### src/rtl/dino_game_fsm_if.sv
// rtl/dino_game_fsm_if.sv - player/collision/tick inputs and game state/score outputs of the dino sequencer.
interface dino_game_fsm_if;
  logic        btn_start;
  logic        collision;
  logic        game_tick;
  logic [1:0]  game_state;
  logic [15:0] score;
  logic [15:0] high_score;
  logic        new_record;

  modport master (
    output btn_start, collision, game_tick,
    input  game_state, score, high_score, new_record
  );

  modport slave (
    input  btn_start, collision, game_tick,
    output game_state, score, high_score, new_record
  );
endinterface

### src/rtl/dino_game_fsm.sv
// rtl/dino_game_fsm.sv - dino runner game sequencer with BCD score; optional high score via HIGH_SCORE_EN.
module dino_game_fsm #(
  parameter int SCORE_DIV         = 8,
  parameter int RESET_HOLD_CYCLES = 1000
) (
  input  logic            clk,
  input  logic            rst,
  dino_game_fsm_if.slave  bus
);

  localparam int TW = $clog2(SCORE_DIV + 1);
  localparam int HW = $clog2(RESET_HOLD_CYCLES + 1);

  typedef enum logic [1:0] {
    S_INIT  = 2'd0,
    S_START = 2'd1,
    S_END   = 2'd2,
    S_RESET = 2'd3
  } state_t;

  state_t          r_state, w_state_nxt;
  logic [15:0]     r_score, w_score_nxt;
  logic [TW-1:0]   r_tick_cnt, w_tick_cnt_nxt;
  logic [HW-1:0]   r_hold_cnt, w_hold_cnt_nxt;
  logic            r_btn_q;
  logic [1:0]      r_tick_sync;
  logic            r_tick_q;
  logic            w_btn_rise;
  logic            w_tick_p;

  // Saturating 4-digit BCD increment.
  function automatic logic [15:0] bcd_inc(input logic [15:0] v);
    logic [15:0] r;
    logic        carry;
    r     = v;
    carry = 1'b1;
    if (v != 16'h9999) begin
      for (int d = 0; d < 4; d++) begin
        if (carry) begin
          if (r[d*4 +: 4] == 4'd9) begin
            r[d*4 +: 4] = 4'd0;
          end else begin
            r[d*4 +: 4] = r[d*4 +: 4] + 4'd1;
            carry       = 1'b0;
          end
        end
      end
    end
    return r;
  endfunction

  assign w_btn_rise = bus.btn_start & ~r_btn_q;
  assign w_tick_p   = r_tick_sync[1] & ~r_tick_q;

  always_ff @(posedge clk or posedge rst) begin
    if (rst) begin
      r_state     <= S_INIT;
      r_score     <= 16'h0000;
      r_tick_cnt  <= '0;
      r_hold_cnt  <= '0;
      r_btn_q     <= 1'b1;
      r_tick_sync <= 2'b00;
      r_tick_q    <= 1'b0;
    end else begin
      r_state     <= w_state_nxt;
      r_score     <= w_score_nxt;
      r_tick_cnt  <= w_tick_cnt_nxt;
      r_hold_cnt  <= w_hold_cnt_nxt;
      r_btn_q     <= bus.btn_start;
      r_tick_sync <= {r_tick_sync[0], bus.game_tick};
      r_tick_q    <= r_tick_sync[1];
    end
  end

  always_comb begin
    w_state_nxt    = r_state;
    w_score_nxt    = r_score;
    w_tick_cnt_nxt = r_tick_cnt;
    w_hold_cnt_nxt = r_hold_cnt;
    case (r_state)
      S_INIT: begin
        if (w_btn_rise) begin
          w_state_nxt    = S_START;
          w_score_nxt    = 16'h0000;
          w_tick_cnt_nxt = '0;
        end
      end
      S_START: begin
        // Collision wins over a tick landing on the same cycle.
        if (bus.collision) begin
          w_state_nxt = S_END;
        end else if (w_tick_p) begin
          if (r_tick_cnt == TW'(SCORE_DIV - 1)) begin
            w_tick_cnt_nxt = '0;
            w_score_nxt    = bcd_inc(r_score);
          end else begin
            w_tick_cnt_nxt = r_tick_cnt + TW'(1);
          end
        end
      end
      S_END: begin
        if (w_btn_rise) begin
          w_state_nxt    = S_RESET;
          w_score_nxt    = 16'h0000;
          w_hold_cnt_nxt = '0;
        end
      end
      default: begin
        if (r_hold_cnt == HW'(RESET_HOLD_CYCLES - 1)) begin
          w_state_nxt = S_INIT;
        end else begin
          w_hold_cnt_nxt = r_hold_cnt + HW'(1);
        end
      end
    endcase
  end

  assign bus.game_state = r_state;
  assign bus.score      = r_score;

`ifdef HIGH_SCORE_EN
  logic [15:0] r_high_score, w_high_score_nxt;
  logic        r_new_record, w_new_record_nxt;

  always_ff @(posedge clk or posedge rst) begin
    if (rst) begin
      r_high_score <= 16'h0000;
      r_new_record <= 1'b0;
    end else begin
      r_high_score <= w_high_score_nxt;
      r_new_record <= w_new_record_nxt;
    end
  end

  // Packed BCD orders the same as binary, so a plain compare suffices.
  always_comb begin
    w_high_score_nxt = r_high_score;
    w_new_record_nxt = r_new_record;
    if (r_state == S_START && bus.collision) begin
      if (r_score > r_high_score) begin
        w_high_score_nxt = r_score;
        w_new_record_nxt = 1'b1;
      end else begin
        w_new_record_nxt = 1'b0;
      end
    end else if (r_state == S_END && w_btn_rise) begin
      w_new_record_nxt = 1'b0;
    end
  end

  assign bus.high_score = r_high_score;
  assign bus.new_record = r_new_record;
`else
  assign bus.high_score = 16'h0000;
  assign bus.new_record = 1'b0;
`endif

endmodule

### src/flat_wrapper.sv
// flat-port wrapper written by rule: the top's interface ports become plain ports
module dino_game_fsm_flat 
#(
  parameter int SCORE_DIV         = 8,
  parameter int RESET_HOLD_CYCLES = 1000
)
  (clk, rst, bus_btn_start, bus_collision, bus_game_tick, bus_game_state, bus_score, bus_high_score, bus_new_record);
  dino_game_fsm_if bus_i ();
  input  logic clk;
  input  logic rst;
  input wire logic [$bits(bus_i.btn_start)-1:0] bus_btn_start;
  input wire logic [$bits(bus_i.collision)-1:0] bus_collision;
  input wire logic [$bits(bus_i.game_tick)-1:0] bus_game_tick;
  output wire logic [$bits(bus_i.game_state)-1:0] bus_game_state;
  output wire logic [$bits(bus_i.score)-1:0] bus_score;
  output wire logic [$bits(bus_i.high_score)-1:0] bus_high_score;
  output wire logic [$bits(bus_i.new_record)-1:0] bus_new_record;
  assign bus_i.btn_start = bus_btn_start;
  assign bus_i.collision = bus_collision;
  assign bus_i.game_tick = bus_game_tick;
  assign bus_game_state = bus_i.game_state;
  assign bus_score = bus_i.score;
  assign bus_high_score = bus_i.high_score;
  assign bus_new_record = bus_i.new_record;
  dino_game_fsm #(.SCORE_DIV(SCORE_DIV), .RESET_HOLD_CYCLES(RESET_HOLD_CYCLES)) u_core (.clk(clk), .rst(rst), .bus(bus_i));
endmodule
### config.mk
export PLATFORM = sky130hd
export DESIGN_NAME = dino_game_fsm_flat
export DESIGN_NICKNAME = d
export VERILOG_FILES = /design/src/rtl/dino_game_fsm_if.sv /design/src/rtl/dino_game_fsm.sv /design/src/flat_wrapper.sv
export SDC_FILE = /design/constraint.sdc
export NUM_CORES = 1
export LEC_CHECK = 0
export ABC_AREA = 1
export CELL_PAD_IN_SITES_DETAIL_PLACEMENT = 1
export CELL_PAD_IN_SITES_GLOBAL_PLACEMENT = 1
export CORE_ASPECT_RATIO = 0.75
export CORE_MARGIN = 2
export CORE_UTILIZATION = 31
export CTS_CLUSTER_SIZE = 16
export DETAILED_ROUTE_END_ITERATION = 7
export DONT_BUFFER_PORTS = 1
export PLACE_DENSITY = 0.56
export SLEW_MARGIN = 40
export SYNTH_ARGS = -nofsm -noshare
export SYNTH_HDL_FRONTEND = slang
export SYNTH_SLANG_ARGS = --single-unit
### constraint.sdc
create_clock -name clk -period 3 [get_ports clk]
set_clock_uncertainty 0.05 [all_clocks]
set_input_delay 0.3 -clock clk [delete_from_list [all_inputs] [get_ports clk]]
set_output_delay 0.3 -clock clk [all_outputs]
set_load 0.02 [all_outputs]
After elaboration in Yosys (flattened, before gate mapping)
Index checks and enable logic that the tools add are counted.
Cells by class
  add/sub/neg operators: 6
  reduce and logical (&&, ||, !) cells: 13
  bitwise gates (word level): 5
  multiplexer cells: 46
  eq/ne operators: 21
Operators with widths (count)
  $mux W16: 5
  $mux W4: 11
  $pmux W16 S2: 1
  $reduce_and A7 Y1: 3
  $add A4 B1 Y4 const B: 5
  $mux W1: 20
  $mux W10: 2
  $pmux W10 S2: 1
  $ne A2 B1 Y1 const B: 9
  $eq A4 B4 Y1 const B: 4
  $ne A16 B16 Y1 const B: 1
  $add A10 B1 Y10 const B: 1
  $eq A10 B10 Y1 const B: 1
  $mux W2: 4
  $pmux W4 S2: 1
  $reduce_and A4 Y1: 2
  $ne A2 B2 Y1 const B: 3
  $pmux W2 S3: 1
  $reduce_and A6 Y1: 1
  $eq A4 B3 Y1 const B: 1
  $reduce_bool A2 Y1: 2
  $reduce_bool A4 Y1: 1
  $reduce_or A2 Y1: 2
  $not A1 Y1: 3
  other kinds (5): 6
Word-level totals
  word-level logic and storage cells: 101
  flip-flop bits (word level): 36

Longest topological paths before layout
  depth after elaboration: 25
  mapped depth: 11
  mapped depth without buffers: 10

Worst setup path before layout
No wires, ideal clock.
  path kind: register to register
  start: register u_core.r_state[0] (netlist: u_core.bus.game_state[0])
  end: register u_core.r_score[12] (netlist: u_core.bus.score[12])
  clock period less this slack: 1.807 ns
  data arrival time: 1.640 ns
  setup time: 0.118 ns
  path buffers: 1
  setup slack: 1.193 ns
  stages on the path, launching flop included: 12
  cells stage by stage: dfrtp_1 > inv_1 > ha_1 > buf_4 > clkinv_2 > nand2_2 > nand2_2 > nand3_1 > a21oi_4 > nand2_2 > nand2_1 > nand2_1
On the way
  longest elaborated chain between the ends: 4
  elaborated cells on any way between the ends: 13
RTL lines
  start, declared: line dino_game_fsm.sv:21  | state_t r_state, w_state_nxt;
  start signal, assigned: line dino_game_fsm.sv:65  | r_state <= w_state_nxt;
  $eq A2 B2 Y1 or $logic_not A2 Y1 (tied branches): line dino_game_fsm.sv:80  | case (r_state)
  $reduce_or A2 Y1 (no source line)
  $ne A2 B1 Y1 (no source line) or $reduce_bool A2 Y1 (tied branches)
  $reduce_and A7 Y1 (no source line)
  end signal, assigned: line dino_game_fsm.sv:66  | r_score <= w_score_nxt;
  end, declared: line dino_game_fsm.sv:22  | logic [15:0] r_score, w_score_nxt;
Several ways; a longest one is shown, not always the timed one.
A chain may end at the register's enable or synchronous reset.

Worst setup path after layout
  start: register u_core.r_state[0] (netlist: u_core.bus.game_state[0])
  end: register u_core.r_score[4] (netlist: u_core.bus.score[4])
Same word-level chain as after synthesis.

==> impl_metrics.env <==
export IMPL_grt_max_degree=37
export IMPL_drt_wl_total_mm=5.552
export IMPL_core_um2=7365
export IMPL_worst_hold_path_endpoint="u_core.r_tick_sync[1]"
export IMPL_start_kind="flip-flop"
export IMPL_fin_crit_sh_pct=75.27
export IMPL_instances_no_fill=418
export IMPL_gr_max_usage_layer="met2"
export IMPL_fin_area_um2=2547
export IMPL_post_drt_wl_per_cell_um=13.28
export IMPL_worstSetupEndpointType="flip-flop"
export IMPL_fmax_ghz=0.4429
export IMPL_die_w_um=104.8
export IMPL_hold_class="flip-flop to flip-flop"
export IMPL_p_total_mw=2.474
export IMPL_netlist_top_cells_count="nand2_1, dfrtp_1, nor2_1"
export IMPL_dp_cells=407
export IMPL_reg2reg_to="u_core.bus.score[4]"
export IMPL_clk_pin_slew_ns=0.08
export IMPL_finalSetupTns_ns=0
export IMPL_grt_use_met1_pct=19.83
export IMPL_postRouteAntennaNets=0
export IMPL_cp_max_fo=15
export IMPL_hp_start="u_core.r_tick_sync[0]"
export IMPL_rows=27
export IMPL_hold_depth=0
export IMPL_rsz0062_at_grt="no"
export IMPL_htreeDepth=2
export IMPL_synthCells=310
export IMPL_cp_arrival_ns=2.39
export IMPL_vias=1906
export IMPL_synthTopCellsByArea="dfrtp_1, nand2_1, ha_1"
export IMPL_drc_errors=0
export IMPL_synth_edf_count=0
export IMPL_yosysTopAreaCellShare_pct=37.08
export IMPL_io_pins=40
export IMPL_timing_rr_start="u_core.bus.game_state[0]"
export IMPL_reg2regPathDepth=10
export IMPL_cts_tree="yes"
export IMPL_ctsRootBufferMaster="clkbuf_8"
export IMPL_cts_made_buffers=5
export IMPL_hold_viol_final=0
export IMPL_first_iter_violations=94
export IMPL_use_met2_pct=21.49
export IMPL_dieHeight_um=79.60
export IMPL_drt_pre_antenna_iters=4
export IMPL_area_growth_pct=7.839
export IMPL_dp_slack_ns=0.7247
export IMPL_grt_pass1_vias=1906
export IMPL_n_antenna_cell=0
export IMPL_ff_latch_area_um2=902.1
export IMPL_antenna_found_initial=0
export IMPL_ys_warn_count=0
export IMPL_fill_cells=945
export IMPL_synth_top_cell_by_area="dfrtp_1"
export IMPL_async_flop_share_pct=100.0
export IMPL_avgViaCountPerCell=4.560
export IMPL_grt_overflow_total=0
export IMPL_vdd_drop_max_mv=0.3112
export IMPL_drive_gt1_share_pct=9.779
export IMPL_hold_slack_ns=0.3017
export IMPL_finalCriticalPeriod_ns=2.258
export IMPL_grt_pass1_wl_mm=9.301
export IMPL_yosysMostFrequentCell="nand2_1"
export IMPL_nNetsFinal=333
export IMPL_leakagePower_nw=1.253
export IMPL_multi_input_area_um2=1245
export IMPL_rrSetupSlack_ns=0.74
export IMPL_cp_required_ns=3.13
export IMPL_finalSetupViolCount=0
export IMPL_cts_setup_buffers=0
export IMPL_gp_congestion=0.7787
export IMPL_die_area_um2=8342
export IMPL_cts_buffer_depth=2
export IMPL_cts_num_sinks=36
export IMPL_hpwl_mm=4.282
export IMPL_avgSynthCellArea_um2=7.620
export IMPL_use_met3_pct=3.510
export IMPL_synth_cell_types=30
export IMPL_synth_main_ff_cell="dfrtp_1"
export IMPL_maxCapViolations=0
export IMPL_synth_seq_cells=36
export IMPL_io_buffers=0
export IMPL_slew_violations=0
export IMPL_gr_usage_all_layers_pct=14.10
export IMPL_dpl_instance_area_um2=2391
export IMPL_final_core_util_pct=34.59
export IMPL_fin_ws_ns=0.7420
export IMPL_worstSetupPathType="flip-flop to flip-flop"
export IMPL_outcome="complete, no violations"
export IMPL_ys_seq_area_share_pct=38.19
export IMPL_p_per_area_nw_per_um2=971.1
export IMPL_cts_repair_resized=0
export IMPL_clock_latency_ns=0.29
export IMPL_start_util_pct=32.08
export IMPL_synthesis_area_um2=2362
-- critical path: stages, from the launching register on --
cell and delay (ns):
dfrtp_1 0.54, inv_1 0.15, ha_1 0.38, clkinv_2 0.13, nand2_2 0.09, nand2_2 0.10, inv_1 0.07, nor2_4 0.29
nand2_1 0.18, nand2_1 0.10, nand2_1 0.05
-- registers in the layout (all words and copies together), names as in the netlist --
signal,cells
u_core.bus.score,16
u_core.r_tick_cnt,4
u_core.r_btn_q,1
u_core.r_hold_cnt,10
u_core.r_tick_sync,2
u_core.r_tick_q,1
u_core.bus.game_state,2
-- worst max-delay path by stage --
stage                                         from  cells past startpoint              endpoint  slack (ns)
after floorplan           u_core.bus.game_state[0]                     11  u_core.bus.score[12]        1.19
after global placement    u_core.bus.game_state[1]                      8  u_core.bus.score[10]        0.76
after detailed placement  u_core.bus.game_state[0]                     10   u_core.bus.score[4]        0.72
after CTS                 u_core.bus.game_state[0]                     10   u_core.bus.score[3]        0.70
after global routing      u_core.bus.game_state[0]                     10   u_core.bus.score[3]        0.48
final                     u_core.bus.game_state[0]                     10   u_core.bus.score[4]        0.74
-- placed cells by master, fill, tap and decap left out --
cell type and count:
a21oi_1 4, a21oi_4 1, buf_4 1, bufinv_16 1, clkbuf_8 7, clkinv_2 1
conb_1 17, dfrtp_1 35, dfstp_2 1, dlygate4sd3_1 3, ha_1 12, inv_1 28
mux2i_1 1, nand2_1 91, nand2_2 6, nand2_4 1, nand3_1 29, nand3_2 2
nand4_1 6, nor2_1 32, nor2_2 4, nor2_4 3, nor3_1 5, nor3_4 1
nor3b_1 1, o21ai_0 8, o21ai_1 2, o21bai_1 2, o31ai_1 1, or2_2 2
xnor2_1 7, xor2_1 2
-- final cells by class --
cell class / count / share of cell area (%)
Multi-Input combinational cell: 240 / 48.87
Sequential cell: 36 / 35.41
Tap cell: 101 / 4.961
Inverter: 29 / 4.322
Clock buffer: 7 / 3.782
Timing Repair Buffer: 4 / 1.473
Clock inverter: 1 / 1.179
-- report_power, final --
part | switching (mW) | internal, mW
Clock | 0.185 | 0.294
Sequential | 0.294 | 0.611
Combinational | 0.751 | 0.340
-- logic make-up (layout without fill, tap and decap cells) --
logic type                 Yosys count  in the layout  share of synthesized area [%]
and+or+nand+nor                    183            183                          35.28
buffers and inverters               50             41                          11.65
DFF                                 36             36                          38.19
AOI/OAI and AO/OA                   18             18                          4.608
adders and majority gates           12             12                          6.356
xor gates and xnor gates             9              9                          3.337
other                                1             17                         0.1587
muxes                                1              1                         0.4237
-- timing repair --
item	CTS	global route
hold endpoints to repair	37	0
hold buffers	3	0
setup endpoints to repair	0	0
-- layer usage --
layer | wire length, um | vias up
met1 | 2955 | 905
met3 | 236 | 5
met4 | 48 | 0
met2 | 2311 | 35
met5 | 0 | -
li1 | - | 961
Note: power is estimated with default switching activity, not from simulation.
